`src/rtl/rle_pkg.sv`:
```
// rle_pkg -- shared definitions for the RLE frame decoder.
// Holds the run-word field widths, the end-of-frame marker, the fetch FSM
// state encoding and the run-buffer entry layout used by rle_decoder and
// rle_run_fifo.
package rle_pkg;

    localparam int RUN_BITS    = 10;
    localparam int COLOUR_BITS = 6;
    localparam int ENTRY_BITS  = RUN_BITS + COLOUR_BITS;

    // A run length of zero terminates the frame.
    localparam logic [RUN_BITS-1:0] END_MARKER = 10'd0;

    typedef enum logic [2:0] {
        ST_STOP  = 3'd0,
        ST_START = 3'd1,
        ST_WAIT  = 3'd2,
        ST_HOLD  = 3'd3,
        ST_DONE  = 3'd4
    } fetch_state_e;

    // Flash word layout: [15:6] run length, [5:0] RGB222 colour.
    typedef struct packed {
        logic [RUN_BITS-1:0]    len;
        logic [COLOUR_BITS-1:0] colour;
    } run_entry_t;

    function automatic run_entry_t to_entry(input logic [ENTRY_BITS-1:0] word);
        to_entry = word;
    endfunction

endpackage

```
`src/rtl/rle_run_fifo.sv`:
```
// rle_run_fifo -- small synchronous run buffer with show-ahead read.
// Ports:
//   clk, rst        clock, synchronous active-high reset
//   flush           empties the buffer on the next edge
//   push, push_data write one entry (accepted when not full or popping)
//   pop, pop_data   pop_data always shows the head entry; pop removes it
//   full, empty     occupancy flags
// Push and pop in the same cycle are both honoured, including when full.
module rle_run_fifo #(
    parameter int WIDTH = 16,
    parameter int DEPTH = 2
) (
    input  logic             clk,
    input  logic             rst,
    input  logic             flush,
    input  logic             push,
    input  logic [WIDTH-1:0] push_data,
    input  logic             pop,
    output logic [WIDTH-1:0] pop_data,
    output logic             full,
    output logic             empty
);

    localparam int AW = (DEPTH > 1) ? $clog2(DEPTH) : 1;
    localparam logic [AW-1:0] PTR_ONE  = AW'(1'b1);
    localparam logic [AW:0]   CNT_ONE  = (AW+1)'(1'b1);
    localparam logic [AW:0]   CNT_FULL = (AW+1)'(DEPTH);

    logic [WIDTH-1:0] mem_r [DEPTH];
    logic [AW-1:0]    wr_ptr_r;
    logic [AW-1:0]    rd_ptr_r;
    logic [AW:0]      count_r;
    logic             do_push_s;
    logic             do_pop_s;

    assign empty     = (count_r == '0);
    assign full      = (count_r == CNT_FULL);
    assign do_pop_s  = pop && !empty;
    // A pop in the same cycle frees the slot the push needs.
    assign do_push_s = push && (!full || do_pop_s);
    assign pop_data  = mem_r[rd_ptr_r];

    // Pointer and occupancy bookkeeping.
    always_ff @(posedge clk) begin
        if (rst || flush) begin
            wr_ptr_r <= '0;
            rd_ptr_r <= '0;
            count_r  <= '0;
        end else begin
            if (do_push_s) begin
                wr_ptr_r <= wr_ptr_r + PTR_ONE;
            end
            if (do_pop_s) begin
                rd_ptr_r <= rd_ptr_r + PTR_ONE;
            end
            case ({do_push_s, do_pop_s})
                2'b10:   count_r <= count_r + CNT_ONE;
                2'b01:   count_r <= count_r - CNT_ONE;
                default: count_r <= count_r;
            endcase
        end
    end

    // Entry storage; contents are don't-care while the buffer is empty.
    always_ff @(posedge clk) begin
        if (do_push_s) begin
            mem_r[wr_ptr_r] <= push_data;
        end
    end

endmodule

```
`src/rtl/rle_decoder.sv`:
```
// rle_decoder -- streams RLE-encoded pixels from flash to a pixel consumer.
// Ports:
//   clk, rst                 clock, synchronous active-high reset
//   frame_addr, frame_start  start address and restart pulse for a frame
//   next_pixel               consumer advances one pixel
//   colour, colour_valid     current pixel (RGB222) and its qualifier
//   underrun                 sticky: a run ended with nothing buffered mid-frame
//   flash_addr/start/stop/continue  read commands to the flash controller
//   flash_data, flash_busy   returned word and controller busy
// A fetch FSM keeps the run buffer topped up; an output stage counts pixels
// down through the head run.
module rle_decoder
    import rle_pkg::*;
#(
    parameter int ADDR_BITS  = 16,
    parameter int FIFO_DEPTH = 2
) (
    input  logic                 clk,
    input  logic                 rst,
    input  logic [ADDR_BITS-1:0] frame_addr,
    input  logic                 frame_start,
    input  logic                 next_pixel,
    output logic [5:0]           colour,
    output logic                 colour_valid,
    output logic                 underrun,
    output logic [ADDR_BITS-1:0] flash_addr,
    output logic                 flash_start,
    output logic                 flash_stop,
    output logic                 flash_continue,
    input  logic [15:0]          flash_data,
    input  logic                 flash_busy
);

    fetch_state_e state_r;
    fetch_state_e state_nxt_s;
    logic         restart_r;
    logic         restart_nxt_s;
    logic         wait_first_r;
    logic [ADDR_BITS-1:0] addr_r;

    logic         capture_s;
    logic         is_end_s;
    logic         push_s;
    logic         pop_s;
    logic         starve_s;
    logic         can_continue_s;
    logic         fifo_flush_s;
    logic         fifo_full_s;
    logic         fifo_empty_s;
    logic [ENTRY_BITS-1:0] head_word_s;
    run_entry_t   head_s;

    logic                 flash_start_r;
    logic                 flash_start_nxt_s;
    logic                 flash_stop_r;
    logic                 flash_stop_nxt_s;
    logic [ADDR_BITS-1:0] flash_addr_r;
    logic [ADDR_BITS-1:0] flash_addr_nxt_s;
    logic                 flash_continue_s;

    logic [RUN_BITS-1:0]    cnt_r;
    logic [COLOUR_BITS-1:0] colour_r;
    logic                   valid_r;
    logic                   underrun_r;

    assign head_s       = to_entry(head_word_s);
    assign capture_s    = (state_r == ST_WAIT) && !wait_first_r && !flash_busy;
    assign is_end_s     = (flash_data[ENTRY_BITS-1:COLOUR_BITS] == END_MARKER);
    assign fifo_flush_s = frame_start || (state_r == ST_STOP);
    assign can_continue_s = !fifo_full_s || pop_s;

    rle_run_fifo #(
        .WIDTH (ENTRY_BITS),
        .DEPTH (FIFO_DEPTH)
    ) u_fifo (
        .clk       (clk),
        .rst       (rst),
        .flush     (fifo_flush_s),
        .push      (push_s),
        .push_data (flash_data),
        .pop       (pop_s),
        .pop_data  (head_word_s),
        .full      (fifo_full_s),
        .empty     (fifo_empty_s)
    );

    // Fetch FSM state, pending restart and captured frame address.
    always_ff @(posedge clk) begin
        if (rst) begin
            state_r      <= ST_STOP;
            restart_r    <= 1'b0;
            wait_first_r <= 1'b1;
            addr_r       <= '0;
        end else begin
            state_r      <= state_nxt_s;
            restart_r    <= restart_nxt_s;
            // High during the first WAIT cycle, while the controller has not
            // yet had a chance to raise busy for the new request.
            wait_first_r <= (state_r != ST_WAIT);
            if (frame_start) begin
                addr_r <= frame_addr;
            end
        end
    end

    // Fetch FSM next-state logic; frame_start overrides everything.
    always_comb begin
        state_nxt_s   = state_r;
        restart_nxt_s = restart_r;
        if (frame_start) begin
            if ((state_r == ST_STOP) || (state_r == ST_DONE)) begin
                state_nxt_s   = ST_START;
                restart_nxt_s = 1'b0;
            end else begin
                // A read may be in flight: spend one cycle in STOP first.
                state_nxt_s   = ST_STOP;
                restart_nxt_s = 1'b1;
            end
        end else begin
            case (state_r)
                ST_STOP: begin
                    if (restart_r) begin
                        state_nxt_s   = ST_START;
                        restart_nxt_s = 1'b0;
                    end else begin
                        state_nxt_s = ST_STOP;
                    end
                end
                ST_START: state_nxt_s = ST_WAIT;
                ST_WAIT: begin
                    if (capture_s) begin
                        state_nxt_s = is_end_s ? ST_DONE : ST_HOLD;
                    end else begin
                        state_nxt_s = ST_WAIT;
                    end
                end
                ST_HOLD: begin
                    if (can_continue_s) begin
                        state_nxt_s = ST_WAIT;
                    end else begin
                        state_nxt_s = ST_HOLD;
                    end
                end
                ST_DONE: state_nxt_s = ST_DONE;
                default: begin
                    state_nxt_s   = ST_STOP;
                    restart_nxt_s = 1'b0;
                end
            endcase
        end
    end

    // Fetch FSM outputs. start/stop/addr are decoded from the next state and
    // registered so they line up with the state register. continue must be
    // seen by the controller before the first WAIT cycle, so it is decoded
    // directly from HOLD.
    always_comb begin
        flash_start_nxt_s = (state_nxt_s == ST_START);
        flash_stop_nxt_s  = (state_nxt_s == ST_STOP) || (state_nxt_s == ST_DONE);
        if (state_nxt_s == ST_START) begin
            flash_addr_nxt_s = frame_start ? frame_addr : addr_r;
        end else begin
            flash_addr_nxt_s = flash_addr_r;
        end
        flash_continue_s = (state_r == ST_HOLD) && can_continue_s && !frame_start;
        push_s           = capture_s && !is_end_s && !frame_start;
    end

    // Registered flash command outputs.
    always_ff @(posedge clk) begin
        if (rst) begin
            flash_start_r <= 1'b0;
            flash_stop_r  <= 1'b1;
            flash_addr_r  <= '0;
        end else begin
            flash_start_r <= flash_start_nxt_s;
            flash_stop_r  <= flash_stop_nxt_s;
            flash_addr_r  <= flash_addr_nxt_s;
        end
    end

    // Output stage decisions: load a new run or report starvation.
    always_comb begin
        pop_s    = 1'b0;
        starve_s = 1'b0;
        if (frame_start) begin
            pop_s    = 1'b0;
            starve_s = 1'b0;
        end else if (!valid_r) begin
            pop_s = !fifo_empty_s;
        end else if (next_pixel && (cnt_r == 10'd1)) begin
            pop_s    = !fifo_empty_s;
            starve_s = fifo_empty_s;
        end else begin
            pop_s    = 1'b0;
            starve_s = 1'b0;
        end
    end

    // Run counter, colour register and sticky underrun flag.
    always_ff @(posedge clk) begin
        if (rst || frame_start) begin
            cnt_r      <= 10'd0;
            colour_r   <= 6'd0;
            valid_r    <= 1'b0;
            underrun_r <= 1'b0;
        end else if (pop_s) begin
            cnt_r    <= head_s.len;
            colour_r <= head_s.colour;
            valid_r  <= 1'b1;
        end else if (starve_s) begin
            cnt_r    <= 10'd0;
            colour_r <= 6'd0;
            valid_r  <= 1'b0;
            // Running dry after the end marker is simply end of frame.
            if (state_r != ST_DONE) begin
                underrun_r <= 1'b1;
            end
        end else if (valid_r && next_pixel) begin
            cnt_r <= cnt_r - 10'd1;
        end
    end

    assign colour         = colour_r;
    assign colour_valid   = valid_r;
    assign underrun       = underrun_r;
    assign flash_addr     = flash_addr_r;
    assign flash_start    = flash_start_r;
    assign flash_stop     = flash_stop_r;
    assign flash_continue = flash_continue_s;

endmodule

```
`config.mk`:
```
export PLATFORM = sky130hd
export DESIGN_NAME = rle_decoder
export DESIGN_NICKNAME = d
export VERILOG_FILES = /design/src/rtl/rle_pkg.sv /design/src/rtl/rle_run_fifo.sv /design/src/rtl/rle_decoder.sv
export SDC_FILE = /design/constraint.sdc
export NUM_CORES = 1
export LEC_CHECK = 0
export BUFFER_PORTS_ARGS = -buffer_cell sky130_fd_sc_hd__buf_2
export CAP_MARGIN = 30
export CORE_MARGIN = 5
export CORE_UTILIZATION = 30
export CTS_CLUSTER_SIZE = 10
export DETAILED_ROUTE_END_ITERATION = 6
export GPL_ROUTABILITY_DRIVEN = 0
export HOLD_SLACK_MARGIN = 0.12
export PLACE_DENSITY = 0.46
export SYNTH_ARGS = -nofsm -noshare
export SYNTH_HDL_FRONTEND = slang
export SYNTH_SLANG_ARGS = --single-unit
```
`constraint.sdc`:
```
create_clock -name clk -period 4.43 [get_ports clk]
set_input_delay 0.2215 -clock clk [delete_from_list [all_inputs] [get_ports clk]]
set_output_delay 0.2215 -clock clk [all_outputs]
set_load 0.03 [all_outputs]
```
==> results.sh <==
export IMPL_status="finished, final reports clean"
export IMPL_hold_violations=0
export IMPL_die_h_um=124.7
export IMPL_cp_required_ns=4.69
export IMPL_synth_simple_area_share_pct=15.54
export IMPL_rsz0062_at_grt="false"
export IMPL_htree_levels=3
export IMPL_drv_cap=0
export IMPL_setup_ws_ns=1.669
export IMPL_clock_sinks=94
export IMPL_fin_crit_sh_pct=62.32
export IMPL_synth_compound_area_share_pct=9.737
export IMPL_clk_path_buf_depth=2
export IMPL_antenna_found_initial=0
export IMPL_synth_seq_cells=94
export IMPL_grt_overflow_total=0
export IMPL_drive_gt1_share_pct=29.61
export IMPL_nFillCells=1276
export IMPL_period_minus_slack_ns=2.761
export IMPL_synth_edf_count=32
export IMPL_synth_fa_ha_area_share_pct=0.9515
export IMPL_synth_top_family_by_area="simple AND/OR/NAND/NOR gates"
export IMPL_clk_latency_ns=0.33
export IMPL_setup_violations=0
export IMPL_cts_buffers=9
export IMPL_port_buffers=63
export IMPL_nNetsFinal=447
export IMPL_via_count=2718
export IMPL_yosys_warnings=0
export IMPL_initial_utilization_pct=30.88
export IMPL_postCtsSetupRepairBufs=0
export IMPL_synth_mux_area_fraction_pct=14.65
export IMPL_multi_input_area_um2=1648
export IMPL_p_total_mw=1.830
export IMPL_die_area_um2=15540
export IMPL_tns_ns=0
export IMPL_cts_hold_buf=14
export IMPL_wire_per_inst_um=14.87
export IMPL_num_rows=41
export IMPL_syn_area_um2=3945
export IMPL_maxSlewHeadroom_pct=40.88
export IMPL_drt_iter0_markers=168
export IMPL_dp_hpwl_mm=5.942
export IMPL_drc=0
export IMPL_p_leak_nw=2.005
export IMPL_critPathLaunchType="flip-flop"
export IMPL_ys_seq_area_share_pct=55.82
export IMPL_routed_wl_mm=8.685
export IMPL_track_usage_pct=11.30
export IMPL_place_ws_ns=1.720
export IMPL_syn2layout_area_growth_pct=23.12
export IMPL_grt_pass1_vias=2763
export IMPL_tritoncts="done"
export IMPL_end_kind="flip-flop"
export IMPL_hold_class="input port to flip-flop"
export IMPL_ff_latch_area_um2=2202
export IMPL_timing_fmax_ghz=0.3622
export IMPL_slew_viol_final=0
export IMPL_setup_worst_path_class="flip-flop to flip-flop"
export IMPL_grt_start_max_net_pins=41
export IMPL_synth_xor_xnor_area_share_pct=0.8880
export IMPL_synthFlopType="dfxtp_1"
export IMPL_die_w_um=124.7
export IMPL_tightest_slew_ns=0.8856
export IMPL_powerDensity_nw_per_um2=376.7
export IMPL_syn_avg_cell_area_um2=11.85
export IMPL_worst_ir_drop_vdd_v=0.0002070
export IMPL_core_um2=12770
export IMPL_finalClockSkew_ns=0.006087
export IMPL_ios=64
export IMPL_path_clk_slew_ns=0.07
export IMPL_postRouteAntennaNets=0
export IMPL_critPathMaxFanout=6
export IMPL_clock_root_buffer="clkbuf_16"
export IMPL_syn_inst=333
export IMPL_synth_distinct_cells=55
export IMPL_ctsResizeCount=0
export IMPL_viasPerCell=4.654
export IMPL_antenna_cells=0
export IMPL_cp_data_arrival_time_ns=3.02
export IMPL_grt_pass1_wl_mm=13.97
export IMPL_drt_pass1_iter_count=5
export IMPL_synth_fp_nets=373
export IMPL_ys_async_sr_fraction_pct=0
[logic make-up after synthesis]
group | count (synthesis)
and+or+nand+nor | 106
DFF | 94
AOI/OAI and AO/OA | 53
muxes | 51
buffers and inverters | 22
xor gates and xnor gates | 4
adders and majority gates | 3
[state kept, by name, indices dropped and copies added (netlist names), named ones only]
signal	flops
colour_valid	1
cnt_r	10
wait_first_r	1
addr_r	16
state_r	3
flash_stop	1
u_fifo.mem_r	32
restart_r	1
flash_addr	16
underrun	1
u_fifo.wr_ptr_r	1
u_fifo.rd_ptr_r	1
flash_start	1
u_fifo.count_r	2
colour	6
[synthesized netlist by cell type, drive strengths merged (3+ instances only)]
cell	number	share of area [%]
o221a	3	0.86
and2	3	0.48
o211a	5	1.3
o22ai	6	1.1
or4	4	0.95
clkbuf	12	1.1
buf	4	0.70
nor2	46	4.4
nand2	8	0.82
mux2i	27	6.9
nor3	4	0.51
nand2b	4	0.63
inv	6	0.57
dfxtp	62	31
o21ai	5	0.63
xnor2	3	0.67
edfxtp	32	24
a21oi	13	1.6
ha	3	0.95
mux2	24	7.8
a22oi	6	1.1
nor4	4	1.2
nand3	4	0.51
a31oi	4	0.63
nor2b	17	2.7
[per-layer routing]
metal  wire length (um)  share of wire [%]  vias to the layer above  GRT usage, %
met1               4070                 47                     1310         14.42
met5                  0                  0                        -             0
li1                   -                  -                     1358             -
met3                270                3.1                        7         2.573
met4                106                1.2                        0         4.965
met2               4239                 49                       43         18.29
[stage by stage]
stage          cells  utilization, %  hold slack, ns  area [um2]
2_1_floorplan    333               -          0.3204        3945
3_3_place_gp     554           34.59          0.4109        4418
3_5_place_dp     554           34.59          0.4161        4418
4_1_cts          584           38.03          0.1300        4857
5_1_grt          584           38.03          0.1361        4857
6_report         584           38.03          0.1391        4857
[cell usage in the layout (no fill, tap or decap), drive strengths merged, types with 3 or more instances in the layout]
cell type    synthesis  routed
buf                  4      65
dfxtp               62      62
nor2                46      46
edfxtp              32      32
mux2i               27      27
mux2                24      24
nor2b               17      17
dlygate4sd3          0      14
a21oi               13      13
clkbuf              12       9
nand2                8       8
inv                  6       7
a22oi                6       6
o22ai                6       6
o211a                5       5
o21ai                5       5
nand2b               4       4
a31oi                4       4
nand3                4       4
nor3                 4       4
or4                  4       4
nor4                 4       4
and2                 3       3
xnor2                3       3
o221a                3       3
ha                   3       3
clkinvlp             0       3
[layout make-up]
cell class,count,share of cell area (%)
clock buffers,9,4.637
multi-input cells,217,33.93
clock inverters,7,1.520
inverters,6,0.4637
repair buffers,79,9.686
flip-flops and latches,94,45.34
well taps,172,4.431
[where the power goes]
group / internal (mW) / switching [mW] / total [mW]
logic: 0.0641 / 0.0795 / 0.144
registers: 0.912 / 0.00866 / 0.920
clock network: 0.438 / 0.327 / 0.766
[final timing paths]
kind	from	endpoint	slack, ns	cells past startpoint
max	cnt_r[0]	u_fifo.count_r[1]	1.67	7
min	flash_data[14]	u_fifo.mem_r[0][14]	0.14	1
max reg2reg	cnt_r[0]	u_fifo.count_r[1]	1.67	7
min reg2reg	underrun	underrun	0.47	2
[worst max-delay path, cell delays in order, from the launching register on]
cell and delay, ns:
dfxtp_1 0.41, ha_1 0.17, nor4bb_1 0.40, a31oi_1 0.22, or4_1 0.63, ha_1 0.35, or3_1 0.37, a21oi_1 0.13
No activity file was read; power rests on OpenSTA's default activity.
